File: src/rtl/sample_iter_ctrl_pkg.sv
// Shared types and helpers for the rasterizer sample iterator.
// Optional statistics counters are enabled with ITER_STATS_EN.
package sample_iter_ctrl_pkg;

    localparam int SIGFIG = 24;
    localparam int RADIX  = 10;
    localparam int VERTS  = 3;
    localparam int AXIS   = 3;
    localparam int COLORS = 3;

    typedef enum logic {
        WAIT,
        TEST
    } state_t;

    localparam logic [3:0] SS_1  = 4'b1000;
    localparam logic [3:0] SS_4  = 4'b0100;
    localparam logic [3:0] SS_16 = 4'b0010;
    localparam logic [3:0] SS_64 = 4'b0001;

    typedef logic signed [SIGFIG-1:0] coord_t;

    // Anything that is not a legal one-hot rate falls back to one sample per pixel.
    function automatic coord_t step_of(input logic [3:0] ss);
        coord_t s;
        s = '0;
        case (ss)
            SS_1:    s[RADIX]   = 1'b1;
            SS_4:    s[RADIX-1] = 1'b1;
            SS_16:   s[RADIX-2] = 1'b1;
            SS_64:   s[RADIX-3] = 1'b1;
            default: s[RADIX]   = 1'b1;
        endcase
        return s;
    endfunction

    function automatic logic [31:0] sat_inc(input logic [31:0] v);
        return (&v) ? v : v + 32'd1;
    endfunction

endpackage

File: src/rtl/sample_iter_ctrl_iter_step.sv
// Raster-order next-sample computation for the sample iterator.
// Sums are one bit wider than the coordinates so compares never wrap.
module iter_step
    import sample_iter_ctrl_pkg::*;
(
    input  coord_t x,
    input  coord_t y,
    input  coord_t ll_x,
    input  coord_t ur_x,
    input  coord_t ur_y,
    input  coord_t step,
    output coord_t nx,
    output coord_t ny,
    output logic   last
);

    logic signed [SIGFIG:0] x_sum;
    logic signed [SIGFIG:0] y_sum;
    logic signed [SIGFIG:0] ur_xw;
    logic signed [SIGFIG:0] ur_yw;
    logic                   x_fits;

    assign x_sum  = $signed({x[SIGFIG-1], x}) + $signed({step[SIGFIG-1], step});
    assign y_sum  = $signed({y[SIGFIG-1], y}) + $signed({step[SIGFIG-1], step});
    assign ur_xw  = $signed({ur_x[SIGFIG-1], ur_x});
    assign ur_yw  = $signed({ur_y[SIGFIG-1], ur_y});

    assign x_fits = x_sum <= ur_xw;

    assign nx   = x_fits ? coord_t'(x_sum[SIGFIG-1:0]) : ll_x;
    assign ny   = x_fits ? y : coord_t'(y_sum[SIGFIG-1:0]);
    assign last = !x_fits && (y_sum > ur_yw);

endmodule

File: src/rtl/sample_iter_ctrl.sv
// Walks every subsample of a triangle's bounding box in raster order.
// Define ITER_STATS_EN to add saturating triangle/sample/drop counters.
module sample_iter_ctrl
    import sample_iter_ctrl_pkg::*;
(
    input  logic                     clk,
    input  logic                     rst,
    input  logic signed [SIGFIG-1:0] tri_R13S [VERTS][AXIS],
    input  logic        [SIGFIG-1:0] color_R13U [COLORS],
    input  logic signed [SIGFIG-1:0] box_R13S [2][2],
    input  logic                     validTri_R13H,
    input  logic        [3:0]        subSample_RnnnnU,
    output logic                     halt_RnnnnL,
    output logic signed [SIGFIG-1:0] tri_R14S [VERTS][AXIS],
    output logic        [SIGFIG-1:0] color_R14U [COLORS],
    output logic signed [SIGFIG-1:0] sample_R14S [2],
    output logic                     validSamp_R14H
`ifdef ITER_STATS_EN
    ,
    output logic        [31:0]       tri_cnt_R14U,
    output logic        [31:0]       samp_cnt_R14U,
    output logic        [31:0]       drop_cnt_R14U
`endif
);

    state_t state;
    coord_t ll_x;
    coord_t ur_x;
    coord_t ur_y;
    coord_t step;
    coord_t nx;
    coord_t ny;
    logic   last;
    logic   box_ok;
    logic   accept;

    assign box_ok = (box_R13S[1][0] >= box_R13S[0][0])
                 && (box_R13S[1][1] >= box_R13S[0][1]);
    assign accept = (state == WAIT) && validTri_R13H;

    iter_step u_step (
        .x    (sample_R14S[0]),
        .y    (sample_R14S[1]),
        .ll_x (ll_x),
        .ur_x (ur_x),
        .ur_y (ur_y),
        .step (step),
        .nx   (nx),
        .ny   (ny),
        .last (last)
    );

    always_ff @(posedge clk or negedge rst) begin
        if (!rst) begin
            state          <= WAIT;
            halt_RnnnnL    <= 1'b1;
            validSamp_R14H <= 1'b0;
            tri_R14S       <= '{default: '0};
            color_R14U     <= '{default: '0};
            sample_R14S    <= '{default: '0};
            ll_x           <= '0;
            ur_x           <= '0;
            ur_y           <= '0;
            step           <= '0;
        end else begin
            unique case (state)
                WAIT: begin
                    if (validTri_R13H) begin
                        tri_R14S   <= tri_R13S;
                        color_R14U <= color_R13U;
                        ll_x       <= box_R13S[0][0];
                        ur_x       <= box_R13S[1][0];
                        ur_y       <= box_R13S[1][1];
                        step       <= step_of(subSample_RnnnnU);
                        if (box_ok) begin
                            sample_R14S[0] <= box_R13S[0][0];
                            sample_R14S[1] <= box_R13S[0][1];
                            state          <= TEST;
                            halt_RnnnnL    <= 1'b0;
                            validSamp_R14H <= 1'b1;
                        end
                    end
                end
                TEST: begin
                    if (last) begin
                        state          <= WAIT;
                        halt_RnnnnL    <= 1'b1;
                        validSamp_R14H <= 1'b0;
                    end else begin
                        sample_R14S[0] <= nx;
                        sample_R14S[1] <= ny;
                    end
                end
                default: begin
                    state          <= WAIT;
                    halt_RnnnnL    <= 1'b1;
                    validSamp_R14H <= 1'b0;
                end
            endcase
        end
    end

`ifdef ITER_STATS_EN
    always_ff @(posedge clk or negedge rst) begin
        if (!rst) begin
            tri_cnt_R14U  <= '0;
            samp_cnt_R14U <= '0;
            drop_cnt_R14U <= '0;
        end else begin
            if (accept && box_ok) tri_cnt_R14U <= sat_inc(tri_cnt_R14U);
            if (accept && !box_ok) drop_cnt_R14U <= sat_inc(drop_cnt_R14U);
            if (state == TEST) samp_cnt_R14U <= sat_inc(samp_cnt_R14U);
        end
    end
`endif

endmodule

File: config.mk
export PLATFORM = sky130hd
export DESIGN_NAME = sample_iter_ctrl
export DESIGN_NICKNAME = d
export VERILOG_FILES = /design/src/rtl/sample_iter_ctrl_pkg.sv /design/src/rtl/sample_iter_ctrl_iter_step.sv /design/src/rtl/sample_iter_ctrl.sv
export SDC_FILE = /design/constraint.sdc
export NUM_CORES = 1
export LEC_CHECK = 0
export CAP_MARGIN = 20
export CORE_AREA = 10 10 273 275
export CTS_CLUSTER_SIZE = 25
export DETAILED_ROUTE_END_ITERATION = 10
export DIE_AREA = 0 0 283 285
export HOLD_SLACK_MARGIN = 0.05
export MAX_ROUTING_LAYER = met4
export PLACE_DENSITY = 0.63
export SYNTH_ARGS = -nofsm -noshare
export SYNTH_HDL_FRONTEND = slang
export SYNTH_HIERARCHICAL = 1
export SYNTH_SLANG_ARGS = --single-unit
File: constraint.sdc
create_clock -name clk -period 5.3 [get_ports clk]
set_input_delay 0.53 -clock clk [delete_from_list [all_inputs] [get_ports clk]]
set_output_delay 0.53 -clock clk [all_outputs]
set_load 0.03 [all_outputs]
==> impl_metrics.env, run 1 <==
export IMPL_outcome="finished, final reports clean"
export IMPL_fin_crit_ps=5200
export IMPL_start_kind="flip-flop"
export IMPL_final_hold_viol_count=0
export IMPL_dpl_cell_count=4101
export IMPL_yosys_area_top_type="dfrtp_1"
export IMPL_r2r_setup_slack_ps=100
export IMPL_routed_wl_mm=91.7
export IMPL_tritoncts="done"
export IMPL_area_delta_synth_final_pct=48.4
export IMPL_drive_gt1_share_pct=7.29
export IMPL_num_vias=19456
export IMPL_worst_slew_pin_slew_ps=1060
export IMPL_async_reset_ff_share_pct=100
export IMPL_skew_ps=23.3
export IMPL_hp_start="tri_R13S[99]"
export IMPL_vias_per_cell=4.61
export IMPL_die_h_um=285
export IMPL_hp_class="primary input to flip-flop"
export IMPL_rr_worst_depth=24
export IMPL_cp_required_ps=5760
export IMPL_finalSetupViolations=0
export IMPL_overflow=0
export IMPL_rsz0062_at_grt="yes"
export IMPL_syn_area_per_cell_um2=8.64
export IMPL_critPathKind="flip-flop to flip-flop"
export IMPL_grt_max_degree=176
export IMPL_max_freq_mhz=192
export IMPL_holdPathStages=3
export IMPL_ir_worst_vdd_mv=0.649
export IMPL_drtIter0Drc=1220
export IMPL_p_comb_share_pct=57.7
export IMPL_synth_area_um2=21400
export IMPL_htree_levels=2
export IMPL_clock_path_buffers=3
export IMPL_yosysSeqAreaShare_pct=48.6
export IMPL_slew_headroom_pct=29.6
export IMPL_clock_latency_ps=590
export IMPL_fin_total_pwr_uw=20000
export IMPL_pwr_density_cell_nw_per_um2=630
export IMPL_p_switching_uw=8790
export IMPL_critical_path_endpoint_type="flip-flop"
export IMPL_antenna_found_initial=33
export IMPL_clock_sinks=415
export IMPL_worstReg2RegEnd="sample_R14S[7]$_DFFE_PN0P_"
export IMPL_nNetsFinal=3763
export IMPL_grt_first_pass_wirelength_mm=132
export IMPL_grt_usage_pct=22.4
export IMPL_seqPwrFrac_pct=25.7
export IMPL_initial_utilization_pct=30.9
export IMPL_holdWs_ps=457
export IMPL_ant_nets=0
export IMPL_root_buffer="clkbuf_16"
export IMPL_io_pins=729
export IMPL_hpwl_mm=72.2
export IMPL_swShare_pct=44.0
export IMPL_drv_cap=0
export IMPL_fp_dieW_um=283
export IMPL_synth_seq_cells=415
export IMPL_final_max_slew_viol_count=0
export IMPL_wire_per_inst_um=21.7
export IMPL_synth_ff_type="dfrtp_1"
export IMPL_hold_path_end="tri_R14S[99]$_DFFE_PN0P_"
export IMPL_numCtsBuffers=50
export IMPL_rows=97
export IMPL_core_um2=69300
export IMPL_netlist_instances=2475
export IMPL_grt_pass1_vias=19222
export IMPL_layout_cells_non_filler=4221
export IMPL_ys_types=75
export IMPL_min_period_over_period_pct=98.1
export IMPL_worstPathArrival_ps=5660
export IMPL_p_int_uw=11200
export IMPL_die_area_um2=80700
export IMPL_yosysWarnings=6
export IMPL_drc=0
export IMPL_crit_fanout=12
export IMPL_synth_area_leaders="dfrtp_1 48%, nand2_1 20%, ha_1 8.5%, mux2_2 4.4%, o21ai_0 2.6%"
export IMPL_synth_edf_count=0
export IMPL_path_clk_slew_ps=60
export IMPL_gp_congestion=0.917
export IMPL_synth_top_area_share_pct=48.4
export IMPL_dr_pass1_iters=5
export IMPL_cellLeakagePower_uw=0.0153
export IMPL_io_buffers=728
export IMPL_rr_startpoint="sample_R14S[32]$_DFFE_PN0P_"
export IMPL_p_clk_share_pct=16.6
## layer usage
metal  vias to the layer above  global-route usage [%]  share of wire [%]
met2                       570                    38.3                 50
met5                         -                       -                  0
met4                         0                    5.58                2.6
li1                       9521                       -                  -
met1                      9259                    25.2                 39
met3                       106                    6.82                7.8
## through the flow
stage	setup TNS [ps]	setup slack (ps)	util, %	cell area (µm²)
2_1_floorplan	0	9.53	-	21600
3_3_place_gp	0	71.0	43.1	29900
3_5_place_dp	0	17.0	43.1	29900
4_1_cts	0	22.1	45.4	31400
5_1_grt	-4180	-150	45.8	31700
6_report	0	101	45.8	31700
## worst max-delay path: stages, from the launching register on
cell      delay (ps)
dfrtp_1          410
ha_4             310
o41ai_4           70
a21oi_2          110
o21ai_2           90
o21a_1           220
or4b_4           540
a311oi_2         250
o21a_1           200
nor2_1            70
ha_1             350
a21oi_2           70
o211ai_1         200
a41oi_2           80
nor2b_4          170
nor3_4           250
nand3_1          100
a31oi_1          190
nor2b_1           80
nand3b_1         160
or3_4            350
o311ai_4         110
buf_6            220
buf_12           150
mux2_2           330
## what timing repair did
item	4_1_cts	5_1_grt
hold buffers	1	0
gates resized for setup	0	24
endpoints found under the setup margin	7	48
hold endpoints to repair	64	0
cloned	0	2
buffers inserted	0	8
pin swaps	1	2
## logic make-up (layout without fill, tap and decap cells)
group,Yosys count,after routing,synth area share (%)
compound gates,287,287,8.44
xor+xnor,38,38,1.59
fa+ha+maj,148,148,8.73
buf+inv,224,961,4.11
flops,415,415,48.6
mux,94,94,5.11
other cells,1,70,0.0175
simple gates,1268,1268,23.5
## how the worst max path moves through the flow
stage / start / to / slack, ps / cells after the start
floorplan: sample_R14S[31]$_DFFE_PN0P_ / sample_R14S[38]$_DFFE_PN0P_ / 10 / 25
global placement: sample_R14S[32]$_DFFE_PN0P_ / sample_R14S[37]$_DFFE_PN0P_ / 70 / 22
detailed placement: sample_R14S[32]$_DFFE_PN0P_ / sample_R14S[34]$_DFFE_PN0P_ / 20 / 22
CTS: sample_R14S[32]$_DFFE_PN0P_ / sample_R14S[28]$_DFFE_PN0P_ / 20 / 23
global route: sample_R14S[32]$_DFFE_PN0P_ / sample_R14S[10]$_DFFE_PN0P_ / -150 / 24
finish: sample_R14S[32]$_DFFE_PN0P_ / sample_R14S[7]$_DFFE_PN0P_ / 100 / 24
## power by group through the flow
stage               combinational (µW)  clock (µW)  sequential, µW
global route                     12400        3530            5290
CTS                              11300        3410            5130
global placement                 11200           0            5130
finish                           11500        3310            5140
floorplan                         5100           0            6930
detailed placement               11200           0            5150
## cell usage in the layout (no fill, tap or decap), types with 14 or more instances in the layout
cell	n
nand4_1	25
a21o_1	27
dfrtp_1	413
o21ai_0	110
diode_2	28
clkdlybuf4s50_1	727
nand2_1	1124
nor2_1	40
mux2_2	75
clkbuf_1	14
a21oi_1	71
xnor2_1	21
xor2_1	16
mux2_4	18
ha_1	144
clkbuf_16	53
conb_1	42
buf_4	24
o21a_1	15
inv_1	115
nand3_1	20
## synth_stat cells (all sizes together) (3+ instances only)
master,instances
dfrtp,414
o21a,15
nand2b,5
nand2,1124
nand3,20
o21ai,116
a211oi,8
nor2b,14
nor2,41
buf,10
xor2,16
nor3,13
and3,4
inv,115
nand4,25
o211ai,7
xnor2,22
ha,146
clkbuf,99
or3,5
a31oi,5
o31ai,7
a41oi,5
o311ai,3
mux2,94
or2,5
a21o,27
o2111ai,4
a21oi,73
## registers in the layout (all words and copies together), names as in the netlist
signal,flops
halt_RnnnnL,1
step,4
ll_x,24
state,1
sample_R14S,48
validSamp_R14H,1
tri_R14S,216
ur_y,24
ur_x,24
color_R14U,72
## final cells by class
cell class              instances  area, µm²
multi-input cells            1877      10400
repair buffers                765       7720
well taps                     940       1180
inverters                     115        432
fillers                      6738      37600
diodes                         28       70.1
flip-flops and latches        415      10400
clock inverters                 7       78.8
clock buffers                  74       1450
Power figures use the tool's default switching activity.
==> inputs of run 2 (changes only) <==
--- a/config.mk
+++ b/config.mk
@@ -5,7 +5,7 @@
 export SDC_FILE = /design/constraint.sdc
 export NUM_CORES = 1
 export LEC_CHECK = 0
-export CAP_MARGIN = 20
+export CAP_MARGIN = 10
 export CORE_AREA = 10 10 273 275
 export CTS_CLUSTER_SIZE = 25
 export DETAILED_ROUTE_END_ITERATION = 10
==> results of run 2 <==
Final layout, timing and power as in run 1 (identical DEF).
==> inputs of run 3 (changes only) <==
==> constraint.sdc (replaced) <==
create_clock -name clk -period 4.3 [get_ports clk]
set_input_delay 0.43 -clock clk [delete_from_list [all_inputs] [get_ports clk]]
set_output_delay 0.43 -clock clk [all_outputs]
set_load 0.03 [all_outputs]
==> run 3 against run 2 <==
The run now ends with negative setup slack left. Via count up 2.3%. Clock skew down 11 ps. Worst hold slack worse by 97 ps. Highest routed layer unchanged. Routed wire length up 0.41%. Combinational power up 35%. Power up 30%. Largest cell class unchanged. Register-to-register slack worse by 930 ps. Core utilization up 1.5 points. Critical path type unchanged. Clock power up 29%. Flip-flop and latch count unchanged. Sequential power up 22%.
==> impl_metrics.env, run 3 (synthesis results as in run 1) <==
export IMPL_outcome="finished, violations left"
export IMPL_violations="negative setup slack"
export IMPL_gp_congestion=0.924
export IMPL_grt_pass1_vias=20133
export IMPL_drv_cap=0
export IMPL_grtUsageMet1_pct=25.7
export IMPL_regMostFlops="tri_R14S"
export IMPL_grt_first_pass_wirelength_mm=134
export IMPL_wire_per_inst_um=21.3
export IMPL_largest_reg_flops=216
export IMPL_tritoncts="done"
export IMPL_die_area_um2=80700
export IMPL_critical_path_endpoint_type="flip-flop"
export IMPL_io_pins=729
export IMPL_initial_utilization_pct=30.9
export IMPL_hp_start="tri_R13S[13]"
export IMPL_dpl_cell_count=4196
export IMPL_min_period_over_period_pct=119
export IMPL_critPathKind="flip-flop to flip-flop"
export IMPL_rsz0062_at_grt="yes"
export IMPL_path_clk_slew_ps=60
export IMPL_hpwl_mm=71.8
export IMPL_final_max_slew_viol_count=0
export IMPL_fin_tns_setup_ps=-38700
export IMPL_clock_sinks=415
export IMPL_ir_worst_vdd_mv=0.477
export IMPL_crit_fanout=7
export IMPL_holdWs_ps=360
export IMPL_core_um2=69300
export IMPL_rows=97
export IMPL_htree_levels=2
export IMPL_numCtsBuffers=51
export IMPL_skew_ps=12.4
export IMPL_cp_startpoint="sample_R14S[32]$_DFFE_PN0P_"
export IMPL_clock_path_buffers=3
export IMPL_io_buffers=728
export IMPL_fin_crit_ps=5130
export IMPL_area_delta_synth_final_pct=53.3
export IMPL_grt_max_degree=187
export IMPL_max_freq_mhz=195
export IMPL_worstPathArrival_ps=5600
export IMPL_drive_gt1_share_pct=10.8
export IMPL_holdPathStages=3
export IMPL_rr_startpoint="sample_R14S[32]$_DFFE_PN0P_"
export IMPL_final_common_cell="nand2_1"
export IMPL_grt_usage_pct=22.6
export IMPL_root_buffer="clkbuf_16"
export IMPL_num_vias=19903
export IMPL_finalSetupViolations=49
export IMPL_worst_slew_pin_slew_ps=1090
export IMPL_layout_cells_non_filler=4325
export IMPL_nNetsFinal=3864
export IMPL_use_met2_pct=38.4
export IMPL_slew_headroom_pct=27.6
export IMPL_num_fill_cells=6655
export IMPL_antenna_found_initial=23
export IMPL_use_met3_pct=7.17
export IMPL_top_regs="tri_R14S (216), color_R14U (72), sample_R14S (48)"
export IMPL_fp_dieW_um=283
export IMPL_final_hold_viol_count=0
export IMPL_start_kind="flip-flop"
export IMPL_drtIter0Drc=1172
export IMPL_grt_busiest_layer="met2"
export IMPL_cellLeakagePower_uw=0.0160
export IMPL_mostFrequentLayoutCells="1124 x nand2_1, 727 x clkdlybuf4s50_1, 411 x dfrtp_1, 143 x ha_1, 118 x buf_4"
export IMPL_dr_pass1_iters=5
export IMPL_die_h_um=285
export IMPL_hp_class="primary input to flip-flop"
export IMPL_overflow=0
export IMPL_pwr_density_cell_nw_per_um2=794
export IMPL_setup_slack_ps=-830
export IMPL_rr_worst_depth=24
export IMPL_ant_nets=0
export IMPL_vias_per_cell=4.60
export IMPL_cp_required_ps=4770
export IMPL_drc=0
export IMPL_routed_wl_mm=92.1
export IMPL_clock_latency_ps=590
[run 3: changes by cell type in the layout (fill, tap and decap cells not counted), moves of 5 or more]
cell and delta:
buf_4 +94, clkinv_2 +5, diode_2 -7, mux2_2 -17, mux2_4 +17
[run 3: repair_timing]
item,4_1_cts,5_1_grt
cloned,1,2
hold buffers,1,0
hold endpoints to repair,66,0
resized for setup,26,30
pin swaps,1,1
endpoints found under the setup margin,49,51
buffers inserted,7,6
[run 3: layer usage]
metal / up-vias / routed length (µm)
met5: - / 0
met4: 0 / 2020
met3: 89 / 7420
met2: 591 / 45900
met1: 9509 / 36800
li1: 9714 / -
[run 3: path summary, 6_finish.rpt]
| kind | slack [ps] | end |
|---|---|---|
| hold / removal | 360 | tri_R14S[13]$_DFFE_PN0P_ |
| hold reg to reg | 470 | tri_R14S[94]$_DFFE_PN0P_ |
| setup / recovery | -830 | sample_R14S[19]$_DFFE_PN0P_ |
| min in group asynchronous | 430 | tri_R14S[22]$_DFFE_PN0P_ |
| setup reg to reg | -830 | sample_R14S[19]$_DFFE_PN0P_ |
| max in group asynchronous | 2900 | halt_RnnnnL$_DFFE_PN1P_ |
[run 3: through the flow]
stage | cell area [µm²] | util (%) | power (µW) | worst slack, ps
floorplan | 21600 | - | 14900 | -779
global placement | 30700 | 44.3 | 21000 | -798
detailed placement | 30700 | 44.3 | 21100 | -857
CTS | 32600 | 47.0 | 25800 | -819
global route | 32800 | 47.3 | 27700 | -997
finish | 32800 | 47.3 | 26000 | -830
[run 3: critical path: stages, from the launching register on]
cell and delay, ps:
dfrtp_2 420, ha_4 290, o41ai_4 60, a21oi_2 120, o21ai_2 90, o21a_1 210, or4b_4 550, a311oi_2 250
o21a_1 210, nor2_2 70, ha_4 290, a21oi_2 50, o211ai_1 210, a41oi_2 80, nor2b_4 160, nor3_4 280
nand3_2 120, a31oi_4 200, nor2b_4 60, nand3b_1 150, or3_4 350, o311ai_4 110, buf_4 210, buf_16 130
mux2_2 330
[run 3: report_power, final]
group	total [µW]	switching (µW)	internal (µW)
clock	4260	1770	2490
sequential	6270	935	5340
combinational	15500	8550	6960
[run 3: layout make-up]
type / count / area [µm²] / area share (%)
timing repair buffer: 865 / 8530 / 26.0
sequential: 415 / 10400 / 31.7
clock buffer: 78 / 1520 / 4.63
clock inverter: 14 / 119 / 0.363
tap: 940 / 1180 / 3.59
inverter: 115 / 434 / 1.32
multi-input combinational: 1877 / 10600 / 32.2
antenna: 21 / 52.6 / 0.160
